### src/rtl/mem_bus_ctrl.sv
// Bus controller between the picoRV native memory port and its slaves.
// Routes SRAM-window accesses to a registered SRAM (one-cycle select pulse,
// wait for its ready with a timeout) and answers the GPIO and cycle-counter
// registers locally. Unmapped and timed-out accesses set a sticky error flag.
module mem_bus_ctrl #(
  parameter int unsigned SRAM_ADDRWIDTH = 13,
  parameter int unsigned TIMEOUT        = 15
) (
  input  logic                      clk,
  input  logic                      reset,
  input  logic                      mem_valid,
  input  logic [31:0]               mem_addr,
  input  logic [31:0]               mem_wdata,
  input  logic [3:0]                mem_wstrb,
  output logic                      mem_ready,
  output logic [31:0]               mem_rdata,
  output logic                      sram_select,
  output logic [3:0]                sram_wstrb,
  output logic [SRAM_ADDRWIDTH-1:0] sram_addr,
  output logic [31:0]               sram_wdata,
  input  logic                      sram_ready,
  input  logic [31:0]               sram_rdata,
  output logic [7:0]                gpio_out,
  output logic                      bus_error
);

  localparam logic [31:0] GpioAddr   = 32'h8000_0000;
  localparam logic [31:0] CyclesAddr = 32'h8000_0004;
  localparam logic [7:0]  TmoLimit   = 8'(TIMEOUT);

  typedef enum logic [1:0] {
    StIdle,
    StSramWait,
    StResp
  } state_e;

  state_e                    state_q, state_d;
  logic                      mem_ready_q, mem_ready_d;
  logic [31:0]               mem_rdata_q, mem_rdata_d;
  logic                      sram_select_q, sram_select_d;
  logic [3:0]                sram_wstrb_q, sram_wstrb_d;
  logic [SRAM_ADDRWIDTH-1:0] sram_addr_q, sram_addr_d;
  logic [31:0]               sram_wdata_q, sram_wdata_d;
  logic [7:0]                gpio_q, gpio_d;
  logic                      bus_error_q, bus_error_d;
  logic [31:0]               cycles_q, cycles_d;
  logic [7:0]                tmo_q, tmo_d;

  logic sram_hit, gpio_hit, cycles_hit;

  // Address decode of the current CPU request.
  always_comb begin
    sram_hit   = (mem_addr[31:SRAM_ADDRWIDTH] == '0);
    gpio_hit   = (mem_addr == GpioAddr);
    cycles_hit = (mem_addr == CyclesAddr);
  end

  // Next-state logic for the transaction FSM and all registered outputs.
  always_comb begin
    state_d       = state_q;
    mem_ready_d   = 1'b0;
    mem_rdata_d   = mem_rdata_q;
    sram_select_d = 1'b0;
    sram_wstrb_d  = sram_wstrb_q;
    sram_addr_d   = sram_addr_q;
    sram_wdata_d  = sram_wdata_q;
    gpio_d        = gpio_q;
    bus_error_d   = bus_error_q;
    cycles_d      = cycles_q + 32'd1;
    tmo_d         = tmo_q;

    unique case (state_q)
      StIdle: begin
        if (mem_valid) begin
          if (sram_hit) begin
            sram_select_d = 1'b1;
            sram_addr_d   = mem_addr[SRAM_ADDRWIDTH-1:0];
            sram_wstrb_d  = mem_wstrb;
            sram_wdata_d  = mem_wdata;
            tmo_d         = 8'd0;
            state_d       = StSramWait;
          end else begin
            mem_ready_d = 1'b1;
            state_d     = StResp;
            if (gpio_hit) begin
              mem_rdata_d = {24'b0, gpio_q};
              if (mem_wstrb[0]) gpio_d = mem_wdata[7:0];
            end else if (cycles_hit) begin
              // Counter value as seen on the edge that raises mem_ready.
              mem_rdata_d = cycles_q;
            end else begin
              mem_rdata_d = 32'd0;
              bus_error_d = 1'b1;
            end
          end
        end
      end
      StSramWait: begin
        if (sram_ready) begin
          mem_rdata_d = sram_rdata;
          mem_ready_d = 1'b1;
          state_d     = StResp;
        end else if (tmo_q == TmoLimit) begin
          mem_rdata_d = 32'd0;
          mem_ready_d = 1'b1;
          bus_error_d = 1'b1;
          state_d     = StResp;
        end else begin
          tmo_d = tmo_q + 8'd1;
        end
      end
      StResp: begin
        // CPU still holds mem_valid this cycle; never accept it here.
        state_d = StIdle;
      end
      default: state_d = StIdle;
    endcase
  end

  // State and output registers, asynchronously cleared.
  always_ff @(posedge clk or posedge reset) begin
    if (reset) begin
      state_q       <= StIdle;
      mem_ready_q   <= 1'b0;
      mem_rdata_q   <= 32'd0;
      sram_select_q <= 1'b0;
      sram_wstrb_q  <= 4'd0;
      sram_addr_q   <= '0;
      sram_wdata_q  <= 32'd0;
      gpio_q        <= 8'd0;
      bus_error_q   <= 1'b0;
      cycles_q      <= 32'd0;
      tmo_q         <= 8'd0;
    end else begin
      state_q       <= state_d;
      mem_ready_q   <= mem_ready_d;
      mem_rdata_q   <= mem_rdata_d;
      sram_select_q <= sram_select_d;
      sram_wstrb_q  <= sram_wstrb_d;
      sram_addr_q   <= sram_addr_d;
      sram_wdata_q  <= sram_wdata_d;
      gpio_q        <= gpio_d;
      bus_error_q   <= bus_error_d;
      cycles_q      <= cycles_d;
      tmo_q         <= tmo_d;
    end
  end

  // Registered values drive the ports directly.
  always_comb begin
    mem_ready   = mem_ready_q;
    mem_rdata   = mem_rdata_q;
    sram_select = sram_select_q;
    sram_wstrb  = sram_wstrb_q;
    sram_addr   = sram_addr_q;
    sram_wdata  = sram_wdata_q;
    gpio_out    = gpio_q;
    bus_error   = bus_error_q;
  end

endmodule

### config.mk
export PLATFORM = sky130hd
export DESIGN_NAME = mem_bus_ctrl
export DESIGN_NICKNAME = d
export VERILOG_FILES = /design/src/rtl/mem_bus_ctrl.sv
export SDC_FILE = /design/constraint.sdc
export NUM_CORES = 1
export LEC_CHECK = 0
export BUFFER_PORTS_ARGS = -buffer_cell sky130_fd_sc_hd__buf_2
export CORE_MARGIN = 4
export CORE_UTILIZATION = 38
export CTS_BUF_LIST = sky130_fd_sc_hd__clkbuf_4
export DETAILED_ROUTE_END_ITERATION = 12
export SKIP_LAST_GASP = 1
export SLEW_MARGIN = 20
export SYNTH_ARGS = -nofsm -noshare
export SYNTH_HDL_FRONTEND = slang
export SYNTH_SLANG_ARGS = --single-unit
### constraint.sdc
create_clock -name clk -period 5.2 [get_ports clk]
set_input_delay 1.04 -clock clk [delete_from_list [all_inputs] [get_ports clk]]
set_output_delay 1.04 -clock clk [all_outputs]
set_load 0.03 [all_outputs]
==> results.ini <==
[synthesis]
netlist_area_um2 = 5840
yosysUniqueCellTypes = 36
synth-seq-area-share_pct = 57.4
syn_area_per_cell_um2 = 13.2
synth_top_area_share_pct = 57.4
yosysTopAreaCell = dfrtp_1
ys_ff_latch = 134
synth_most_common_cell = dfrtp_1
synth_edf_count = 0
ys_async_sr_fraction_pct = 100
synth_area_leaders = dfrtp_1 57%, mux2_2 18%, a32o_1 4.1%, xnor2_1 3.7%, nand3_1 1.5%
syn_inst = 441
syn_nets = 547
yosysWarnings = 0
synthFlopType = dfrtp_1
synth_common_cells = 134 x dfrtp_1, 94 x mux2_2, 25 x xnor2_1

[timing]
finalCriticalPeriod_ns = 3.02
fin_setup_tns_ns = 0
min_period_over_period_pct = 58.0
hold_viol = 0
slew_viol_final = 0
timing.final.ws_setup_ns = 2.18
tightest_slew_ns = 0.973
skew_ns = 0.0203
fmax_ghz = 0.332
rsz0062_at_grt = no
finalSetupViolCount = 0
slew_headroom_pct = 34.6

[route]
firstDrtPassIters = 5
finalWirelength_um = 14300
antenna_left = 0
drc = 0
wl_per_cell_um = 17.1
drtIter0Drc = 236
vias_per_cell = 5.21
vias = 4368

[die]
dieHeight_um = 132
dieArea_um2 = 17400
die_w_um = 132
core_area_um2 = 15100
fp-row-count = 45
initial_core_util_pct = 38.6
io_pins = 196

[setup_path]
worstSetupPathType = in -> reg
cp_slowest_cell = o21a_2
crit_fanout = 34
cp-start-kind = primary input
path_cells = buf_2, or4_4, or3_4, nor3_1, o21a_2, mux2_2
required_ns = 5.61
crit_path_max_incr_delay_ns = 0.74
cp.arrival_ns = 3.42
endpoint_kind = register

[global_routing]
globalRouteTotalUtil_pct = 16.7
grt_start_max_net_pins = 96
grt_pass1_vias = 4453
antenna_found_initial = 1
grt_overflow_total = 0
grt_pass1_wl_um = 23200

[final_layout]
stdcell_count = 839
drive_above_1_share_pct = 50.9
finalInstanceArea_um2 = 7270
num-fill-cells = 1373
final_nets = 744
syn2layout_area_growth_pct = 24.4
multiInputGateArea_um2 = 2380
ff_latch_area_um2 = 3350

[pwr]
peakVddDrop_mv = 0.128
leakage_nw = 3.85
p_per_area_nw_per_um2 = 248
power.total_mw = 1.80

[job]
maxCapViolations = 0

[placement]
place_hpwl_um = 10300
place_inst = 807
place.gp.congestion = 0.836
dp_slack_ns = 1.61
place_area_um2 = 7000
numPortBuffers = 195

[clock_network]
cts_resized = 0
cts.hold.buffers_added = 0
post-cts-setup-buffer-count = 0
clock_sinks = 134
htree_levels = 4
clk_latency_ns = 0.52
clockRootBuffer = clkbuf_4
path_clk_slew_ns = 0.11
cts_tree = built
clockBufferDepth = 2
numCtsBuffers = 17

[worst_hold_path]
worstHoldPathType = reg -> reg

[run_status]
status = finished clean

==> final timing paths <==
kind,startpoint,end,slack (ns),depth (start not counted)
max,mem_addr[13],mem_rdata[14],2.18,6
min,cycles_q[31],cycles_q[31],0.48,1
max reg2reg,tmo_q[0],mem_rdata[14],2.69,6
min reg2reg,cycles_q[31],cycles_q[31],0.48,1
max in group asynchronous,reset,mem_rdata[14],3.47,3
min in group asynchronous,reset,sram_wdata[29],0.66,2
==> cell type report <==
| class | count | share of cell area (%) |
|---|---|---|
| Clock inverter | 14 | 1.88 |
| Tap cell | 188 | 3.24 |
| Clock buffer | 17 | 1.76 |
| Sequential cell | 134 | 46.1 |
| Inverter | 5 | 0.327 |
| Antenna cell | 1 | 0.0344 |
| Timing Repair Buffer | 199 | 13.8 |
| Multi-Input combinational cell | 281 | 32.8 |
==> report_power, final <==
part	total [mW]	internal, mW	switching (mW)
combinational	0.0966	0.0413	0.0553
sequential	1.05	1.05	0.00458
clock	0.657	0.278	0.379
==> metal layers <==
layer | routed length [um] | GRT usage (%)
met3 | 898 | 5.53
met1 | 6140 | 21.3
met4 | 323 | 6.24
met5 | 0 | 0
met2 | 6960 | 26.5
==> registers in the layout (all words and copies together) (netlist names) <==
register     count
gpio_out         8
sram_addr       13
mem_rdata       32
cycles_q        32
sram_wdata      32
sram_wstrb       4
mem_ready        1
state_q          2
tmo_q            8
sram_select      1
bus_error        1
==> logic make-up (layout without fill, tap and decap cells) <==
kind of cell | count (synthesis) | count (layout) | share of synthesized area (%)
multiplexers | 97 | 97 | 18.7
other | 0 | 1 | 0
AND/OR/NAND/NOR | 101 | 101 | 9.91
XOR/XNOR | 30 | 30 | 4.50
buffers and inverters | 26 | 235 | 1.93
AO/OA/AOI/OAI | 51 | 51 | 7.15
adder cells (fa/ha/maj) | 2 | 2 | 0.428
flip-flops | 134 | 134 | 57.4
==> critical path, delay by kind of cell <==
| family | cells | cell delay [ns] |
|---|---|---|
| simple gates | 3 | 1.10 |
| compound gates | 1 | 0.74 |
| mux | 1 | 0.41 |
| buf+inv | 1 | 0.10 |
==> metrics by stage <==
| step | utilization, % | hold WS [ns] |
|---|---|---|
| after CTS | 48.0 | 0.488 |
| after floorplan | - | 0.446 |
| final | 48.0 | 0.484 |
| after global routing | 48.0 | 0.505 |
| after global placement | 46.2 | 0.465 |
| after detailed placement | 46.2 | 0.469 |
==> placed cells by master (no fill, tap or decap), types with 2 or more instances in the layout <==
cell type	n
bufinv_16	2
nor4_1	8
a22o_1	8
nand4_1	8
a31oi_1	3
clkinv_4	2
clkbuf_4	17
and2_1	5
xnor2_1	25
and3_1	5
mux2_2	94
clkinv_1	2
buf_2	195
a21oi_1	5
nor2_1	15
o21ai_0	8
xor2_1	5
clkinv_2	4
nor3_1	3
dfrtp_1	134
inv_1	4
ha_1	2
buf_4	4
mux2_1	3
a32o_1	24
inv_6	2
and4_1	5
nand3_1	18
clkinvlp_4	3
nor4_4	2
nand2_1	22
nand2b_1	2
(Power assumes the default switching activity.)
